**src/rtl/zigbee_pkg.sv**
```systemverilog
// Shared types and constants for the 802.15.4 O-QPSK chip spreader.
// The PN table stores each sequence with chip c0 in bit 31 (MSB-first, as written).
package zigbee_pkg;

    typedef enum logic [1:0] {
        IDLE   = 2'd0,
        REQ    = 2'd1,
        CAPT   = 2'd2,
        SPREAD = 2'd3
    } state_e;

    localparam int CHIPS_PER_SYM  = 32;
    localparam int CHIPS_PER_BYTE = 64;

    // Symbols 1..7 are 4-chip right rotations of symbol 0; 8..15 invert the odd chips of 0..7.
    localparam logic [31:0] PN_TABLE [0:15] = '{
        32'hD9C3522E, 32'hED9C3522, 32'h2ED9C352, 32'h22ED9C35,
        32'h522ED9C3, 32'h3522ED9C, 32'hC3522ED9, 32'h9C3522ED,
        32'h8C96077B, 32'hB8C96077, 32'h7B8C9607, 32'h77B8C960,
        32'h077B8C96, 32'h6077B8C9, 32'h96077B8C, 32'hC96077B8
    };

    function automatic logic seq_chip(input logic [31:0] seq, input logic [4:0] idx);
        return seq[5'd31 - idx];
    endfunction

endpackage

```
**src/rtl/zigbee_chip_rom.sv**
```systemverilog
// Combinational nibble-to-PN-sequence lookup.
module zigbee_chip_rom
    import zigbee_pkg::*;
(
    input  logic [3:0]  nibble_i,
    output logic [31:0] seq_o
);

    // Table lookup of the 32-chip sequence for the current symbol
    always_comb begin
        seq_o = PN_TABLE[nibble_i];
    end

endmodule

```
**src/rtl/zigbee_chip_spreader.sv**
```systemverilog
// Byte-to-chip spreader: FIFO fetch, nibble split, PN mapping, I/Q chip output.
// Optional feature: define UNDERRUN_FLAG_EN to add the sticky underrun output.
module zigbee_chip_spreader
    import zigbee_pkg::*;
#(
    parameter bit LSB_NIBBLE_FIRST = 1'b1
) (
    input  logic       PCLK,
    input  logic       reset,
    input  logic       tx_enable,
    input  logic       chip_tick,
    input  logic       fifo_empty,
    input  logic [7:0] byte_in,
`ifdef UNDERRUN_FLAG_EN
    output logic       underrun,
`endif
    output logic       rd_req,
    output logic       chip_i,
    output logic       chip_q,
    output logic       tx_active
);

    localparam logic [5:0] LAST_IDX     = 6'(CHIPS_PER_BYTE - 1);
    localparam logic [5:0] PREFETCH_IDX = 6'(CHIPS_PER_BYTE - CHIPS_PER_SYM / 2 - 1);

    state_e     state_q;
    logic [5:0] chip_idx_q;
    logic [7:0] shift_q;
    logic [7:0] hold_q;
    logic       hold_valid_q;
    logic       cap_pend_q;
    logic       rd_req_q;
    logic       chip_i_q;
    logic       chip_q_q;
    logic       tx_active_q;
`ifdef UNDERRUN_FLAG_EN
    logic       underrun_q;
`endif

    logic [3:0]  cur_nib_d;
    logic [31:0] cur_seq_d;
    logic        cur_chip_d;
    logic        last_chip_d;
    logic        fetch_ok_d;

    zigbee_chip_rom u_rom (
        .nibble_i (cur_nib_d),
        .seq_o    (cur_seq_d)
    );

    // Current symbol selection and chip/prefetch qualifiers
    always_comb begin
        cur_nib_d   = shift_q[3:0];
        cur_chip_d  = 1'b0;
        last_chip_d = 1'b0;
        fetch_ok_d  = 1'b0;
        if (chip_idx_q[5] == LSB_NIBBLE_FIRST) begin
            cur_nib_d = shift_q[7:4];
        end else begin
            cur_nib_d = shift_q[3:0];
        end
        cur_chip_d  = seq_chip(cur_seq_d, chip_idx_q[4:0]);
        last_chip_d = (chip_idx_q == LAST_IDX);
        // Only one request may be in flight and the hold slot must be free.
        fetch_ok_d  = tx_enable && !fifo_empty && !hold_valid_q && !cap_pend_q && !rd_req_q;
    end

    // Control FSM, chip counter, byte registers and registered outputs
    always_ff @(posedge PCLK or negedge reset) begin
        if (!reset) begin
            state_q      <= IDLE;
            chip_idx_q   <= 6'd0;
            shift_q      <= 8'd0;
            hold_q       <= 8'd0;
            hold_valid_q <= 1'b0;
            cap_pend_q   <= 1'b0;
            rd_req_q     <= 1'b0;
            chip_i_q     <= 1'b0;
            chip_q_q     <= 1'b0;
            tx_active_q  <= 1'b0;
`ifdef UNDERRUN_FLAG_EN
            underrun_q   <= 1'b0;
`endif
        end else begin
            rd_req_q   <= 1'b0;
            cap_pend_q <= rd_req_q && (state_q == SPREAD);
            // Prefetched byte is valid on byte_in one cycle after its request.
            if (cap_pend_q) begin
                hold_q       <= byte_in;
                hold_valid_q <= 1'b1;
            end
`ifdef UNDERRUN_FLAG_EN
            if (!tx_enable) begin
                underrun_q <= 1'b0;
            end
`endif
            case (state_q)
                IDLE: begin
                    if (tx_enable && !fifo_empty) begin
                        rd_req_q <= 1'b1;
                        state_q  <= REQ;
                    end
                end
                REQ: begin
                    tx_active_q <= 1'b1;
                    state_q     <= CAPT;
                end
                CAPT: begin
                    shift_q    <= byte_in;
                    chip_idx_q <= 6'd0;
                    state_q    <= SPREAD;
                end
                SPREAD: begin
                    if (chip_tick) begin
                        if (!chip_idx_q[0]) begin
                            chip_i_q <= cur_chip_d;
                        end else begin
                            chip_q_q <= cur_chip_d;
                        end
                        chip_idx_q <= chip_idx_q + 6'd1;
                        if ((chip_idx_q == PREFETCH_IDX) && fetch_ok_d) begin
                            rd_req_q <= 1'b1;
                        end
                        if (last_chip_d) begin
                            if (hold_valid_q) begin
                                shift_q      <= hold_q;
                                hold_valid_q <= 1'b0;
                            end else begin
                                state_q     <= IDLE;
                                tx_active_q <= 1'b0;
`ifdef UNDERRUN_FLAG_EN
                                if (tx_enable && fifo_empty) begin
                                    underrun_q <= 1'b1;
                                end
`endif
                            end
                        end
                    end
                end
                default: begin
                    state_q <= IDLE;
                end
            endcase
        end
    end

    assign rd_req    = rd_req_q;
    assign chip_i    = chip_i_q;
    assign chip_q    = chip_q_q;
    assign tx_active = tx_active_q;
`ifdef UNDERRUN_FLAG_EN
    assign underrun  = underrun_q;
`endif

endmodule

```
**config.mk**
```make
export PLATFORM = sky130hd
export DESIGN_NAME = zigbee_chip_spreader
export DESIGN_NICKNAME = d
export VERILOG_FILES = /design/src/rtl/zigbee_pkg.sv /design/src/rtl/zigbee_chip_rom.sv /design/src/rtl/zigbee_chip_spreader.sv
export SDC_FILE = /design/constraint.sdc
export NUM_CORES = 1
export LEC_CHECK = 0
export CAP_MARGIN = 20
export CORE_MARGIN = 5
export CORE_UTILIZATION = 55
export DETAILED_ROUTE_END_ITERATION = 16
export GPL_TIMING_DRIVEN = 0
export MAX_ROUTING_LAYER = met4
export PLACE_DENSITY_LB_ADDON = 0.15
export SLEW_MARGIN = 20
export SYNTH_ARGS = -nofsm -noshare
export SYNTH_HDL_FRONTEND = slang
export SYNTH_SLANG_ARGS = --single-unit
```
**constraint.sdc**
```tcl
create_clock -name PCLK -period 3.4 [get_ports PCLK]
set_input_delay 0.51 -clock PCLK [delete_from_list [all_inputs] [get_ports PCLK]]
set_output_delay 0.51 -clock PCLK [all_outputs]
set_load 0.05 [all_outputs]
```
### Word level (Yosys, flattened, before mapping)

Memory sizes are Yosys's and may differ from the RTL's.
Cells that the tools add are included.

* register bits: 30
* latch bits: 0
* RAM bits: 0
* memory bits (read-only): 512
* input bits: 13
* output and inout port bits: 4
* logic and storage cells: 75
* memories: 1

* add/sub/neg operators: 2
* multiply operators: 0
* div/mod/pow operators: 0
* order comparisons: 2
* equal/unequal tests: 10
* shift operators: 0
* muxes and demuxes: 29
* bitwise gates (word level): 2
* reduce and logical (&&, ||, !) cells: 19

Memories
* (name not given): depth 16, bits a word 32, rd ports 1, clocked after Yosys merged registers in 0, wr ports 0, RTL line zigbee_chip_rom.sv:11 `seq_o = PN_TABLE[nibble_i];`

Operators with widths (count)
* $mux W32: 2
* $mux W8: 3
* $pmux W8 S2: 1
* $eq A6 B6 Y1 const B: 2
* $mux W1: 12
* $pmux W6 S2: 1
* $reduce_and A4 Y1: 3
* $ne A2 B2 Y1 const B: 5
* $mux W2: 4
* $pmux W2 S4: 1
* $add A6 B1 Y6 const B: 1
* $logic_and A1 B1 Y1: 6
* $lt A5 B6 Y1 const B: 1
* $mux W6: 1
* $reduce_and A3 Y1: 2
* $bmux W1 S5: 1
* $ge A5 B5 Y1 const B: 1
* $not A4 Y5: 1
* $sub A5 B5 Y5 const A: 1
* $eq A2 B2 Y1 const B: 2
* $logic_not A1 Y1: 4
* $mux W4: 1
* $pmux W1 S2: 2
* $reduce_bool A2 Y1: 2
* 4 further kinds: 4

### Logic depth before layout (Yosys ltp)

* word-level depth: 9
* gate-level depth with buffers: 11
* depth with buffers taken out: 10

### Modules after synthesis

From an unflattened synthesis, not the netlist that was laid out.

* cell total of the unflattened synthesis: 247
* area, all modules: 2344.7 um^2

Modules (own cells, without submodules)
* zigbee_chip_spreader: instances 1, cells an instance 168, area each 1793.0 um^2, sequential area each 750.7 um^2
* zigbee_chip_rom: instances 1, cells an instance 79, area each 551.8 um^2, sequential area each 0.0 um^2

### Least setup slack after synthesis

No wires, ideal clock.

* path kind: reg2reg
* start: register chip_idx_q[5]
* end: register chip_q_q (netlist: chip_q)
* setup time: 0.152 ns
* arrival: 2.373 ns
* data required time: 3.248 ns
* setup slack: 0.875 ns
* stages on the path, launching flop included: 11
* path buffers: 1
* cell sequence: dfrtp_1 buf_6 mux2i_4 ha_1 inv_1 mux2i_1 xnor2_1 o221ai_2 a21oi_1 o311ai_1 a41oi_1

* longest elaborated chain between the ends: 7

RTL lines
* start, declared: RTL line zigbee_chip_spreader.sv:27 `logic [5:0] chip_idx_q;`
* start signal, assigned: RTL line zigbee_chip_spreader.sv:120 `chip_idx_q <= chip_idx_q + 6'd1;`
* $mux W4: RTL line zigbee_chip_spreader.sv:57 `if (chip_idx_q[5] == LSB_NIBBLE_FIRST) begin`
* $not A4 Y5 (not written as such): RTL line zigbee_chip_rom.sv:11
* $mem_v2 Z16 W32
* $mux W32 (not written as such) (2 in a row): RTL line zigbee_chip_rom.sv:11
* $bmux W1 S5: RTL line zigbee_pkg.sv:24 `return seq[5'd31 - idx];`
* $mux W1 (not written as such): RTL line zigbee_pkg.sv:24
* end signal, assigned: RTL line zigbee_chip_spreader.sv:118 `chip_q_q <= cur_chip_d;`
* end, declared: RTL line zigbee_chip_spreader.sv:34 `logic chip_q_q;`

No other way between the ends. The select of a mux whose other input is x is not followed.
A chain may end at the register's enable or synchronous reset.

### Worst setup path after layout

Same ends and word-level chain as after synthesis.

==> impl_metrics.tcl <==
set metrics [dict create \
    status "finished, final reports clean" \
    gp_congestion 0.981 \
    drv_slew 0 \
    cp_slowest_stage_delay_ns 0.54 \
    synth_area_leader_cell "dfrtp_1" \
    critPathSlowestCell "mux2i_4" \
    yosysMostFrequentCell "nand2_1" \
    vias_per_cell 6.17 \
    setup_viol 0 \
    cts_root_buffer "clkbuf_8" \
    preCtsSetupSlack_ns 0.325 \
    drt-total-wl_um 5820 \
    multi_input_area_sq_mm 0.00150 \
    leakagePower_nw 1.13 \
    ys_warn_count 0 \
    min_path_type "primary input to asynchronous set/reset pin" \
    fin_skew_ns 0.00974 \
    end_kind "register" \
    grt_pass1_wl_um 10100 \
    rrSetupSlack_ns 0.29 \
    required_ns 3.53 \
    regToRegEndpoint "chip_q" \
    cts_max_level 2 \
    path_clk_slew_ns 0.07 \
    core.rowCount 24 \
    antenna_found_initial 0 \
    drc 0 \
    fin_setup_tns_ns 0 \
    timing.rr.start "chip_idx_q[5]" \
    placed_area_sq_mm 0.00262 \
    cts_setup_buffers 0 \
    cts_tree "yes" \
    power_density_mw_per_mm2 875 \
    vias 2103 \
    async_reset_ff_share_pct 100 \
    rsz0062_at_grt "no" \
    portBuffers 16 \
    cts_resized 0 \
    fin_cells 341 \
    area.sequential_sq_um 751 \
    fmax_ghz 0.321 \
    finalWorstSetupSlack_ns 0.288 \
    slew_headroom_pct 55.5 \
    cts_sinks 30 \
    dp.cells 333 \
    fill_cells 376 \
    areaGrowthSynthToFinish_pct 13.7 \
    dr.pass1.iters 4 \
    synth_ff_type "dfrtp_1" \
    grt_pass1_vias 2162 \
    syn_inst 265 \
    grt_use_total_pct 21.6 \
    syn_area_per_cell_sq_um 9.04 \
    ios 17 \
    diodes 0 \
    yosysTopAreaCellShare_pct 31.3 \
    die_y_um 76.0 \
    worstPathMaxFanout 13 \
    yosys-top-cells-area "dfrtp_1 (31%), ha_1 (7.3%), mux2i_1 (6.3%)" \
    drive_above_1_share_pct 12.5 \
    dr.first_iter.drc_count 216 \
    overflow 0 \
    start_kind "register" \
    hold_violations 0 \
    avgRoutedWirePerCell_um 17.1 \
    synth.cells.most_frequent "nand2_1 (34), dfrtp_1 (30), mux2i_1 (15), nor2_1 (15), o21ai_0 (15)" \
    irDropWorstVdd_mv 0.595 \
    crit_arrival_ns 3.24 \
    grt_max_degree 31 \
    synth.distinct_cells 50 \
    synth_nets 292 \
    fp.dieW_um 76.0 \
    min_period_ns 3.11 \
    ys_seq_area_share_pct 31.3 \
    criticalPathCategory "register to register" \
    dieArea_sq_mm 0.00577 \
    nNetsFinal 315 \
    ys_seq_elements 30 \
    drv_cap 0 \
    clock_latency_ns 0.29 \
    clockBufferDepth 2 \
    coreArea_sq_mm 0.00429 \
    synth_edf_count 0 \
    antenna_left 0 \
    stdcell_area_sq_mm 0.00272 \
    crit_chain "mux2i_4 -> inv_1 -> ha_1 -> a2111oi_0 -> a2111o_1 -> a21oi_1 -> o311ai_1 -> a41oi_1" \
    cts_buffers 5 \
    ctsHoldBuffers 0 \
    fin_crit_sh_pct 91.5 \
    start_util_pct 55.8 \
    r2r_cells 8 \
    mappedNetlistArea_sq_mm 0.00239 \
    dpl.hpwl_um 4280 \
    tightest_slew_ns 0.667 \
]
-- logic make-up (layout without fill, tap and decap cells) --
| family | count (synthesis) | after routing | share of synthesized area [%] |
|---|---|---|---|
| compound gates | 71 | 71 | 20.6 |
| flops | 30 | 30 | 31.3 |
| mux | 31 | 31 | 15.7 |
| fa+ha+maj | 14 | 14 | 7.31 |
| buf+inv | 29 | 53 | 6.06 |
| simple gates | 83 | 83 | 16.5 |
| xor+xnor | 7 | 7 | 2.56 |
-- layer usage --
metal  wire length, um  part of all wire (%)  GRT usage, %
met5                 0                     0             -
met4               244                   4.2          12.1
met3               263                   4.5          2.60
met2              2820                    48          34.2
met1              2490                    43          26.4
-- state kept, by name, indices dropped and copies added (netlist names) --
name,flops
cap_pend_q,1
chip_i,1
chip_idx_q,6
chip_q,1
hold_q,8
hold_valid_q,1
rd_req,1
shift_q,8
state_q,2
tx_active,1
-- per-stage QoR --
step                power (W)  hold WS [ns]  util [%]
floorplan             0.00167         0.214         -
global placement      0.00201         0.487      61.0
detailed placement    0.00202         0.495      60.9
CTS                   0.00238         0.268      63.4
global route          0.00258         0.298      63.4
finish                0.00238         0.253      63.4
-- worst max-delay path by stage --
stage / start / end / slack [ns] / cells after the start
after floorplan: chip_idx_q[5] / chip_q / 0.88 / 10
after global placement: chip_idx_q[5] / chip_q / 0.32 / 8
after detailed placement: chip_idx_q[5] / chip_q / 0.32 / 8
after CTS: chip_idx_q[5] / chip_q / 0.29 / 8
after global routing: chip_idx_q[5] / chip_q / 0.09 / 8
final: chip_idx_q[5] / chip_q / 0.29 / 8
-- cell type report --
cell class	instances	area share [%]
Clock inverter	3	1.47
Sequential cell	30	27.6
Inverter	11	1.52
Multi-Input combinational cell	206	55.0
Buffer	18	3.81
Timing Repair Buffer	16	5.70
Clock buffer	5	2.53
Tap cell	52	2.39
-- placed cells by master, fill, tap and decap left out, drive strengths merged, types with 5 or more instances in the layout --
cell type	netlist	final
nand3	6	6
xnor2	6	6
a211oi	8	8
o221ai	5	5
buf	8	9
ha	14	14
inv	11	11
nand2b	5	5
nor2	15	15
a21oi	14	14
dfrtp	30	30
clkdlybuf4s50	0	15
mux2	12	12
o21ai	16	16
nor3	7	7
mux2i	19	19
clkbuf	10	15
nand2	34	34
-- where the power goes --
| part | internal (W) | switching [W] | leakage [nW] |
|---|---|---|---|
| clock network | 0.000215 | 0.000139 | 0.0579 |
| registers | 0.000477 | 0.000103 | 0.381 |
| logic | 0.000582 | 0.000868 | 0.691 |
-- critical path: cells and delay by family, from the launching register on --
kind,cells,cell delay (ns)
AOI/OAI and AO/OA,5,1.37
muxes,1,0.54
DFF,1,0.45
buffers and inverters,1,0.30
adders and majority gates,1,0.30
No activity file was read; power rests on OpenSTA's default activity.
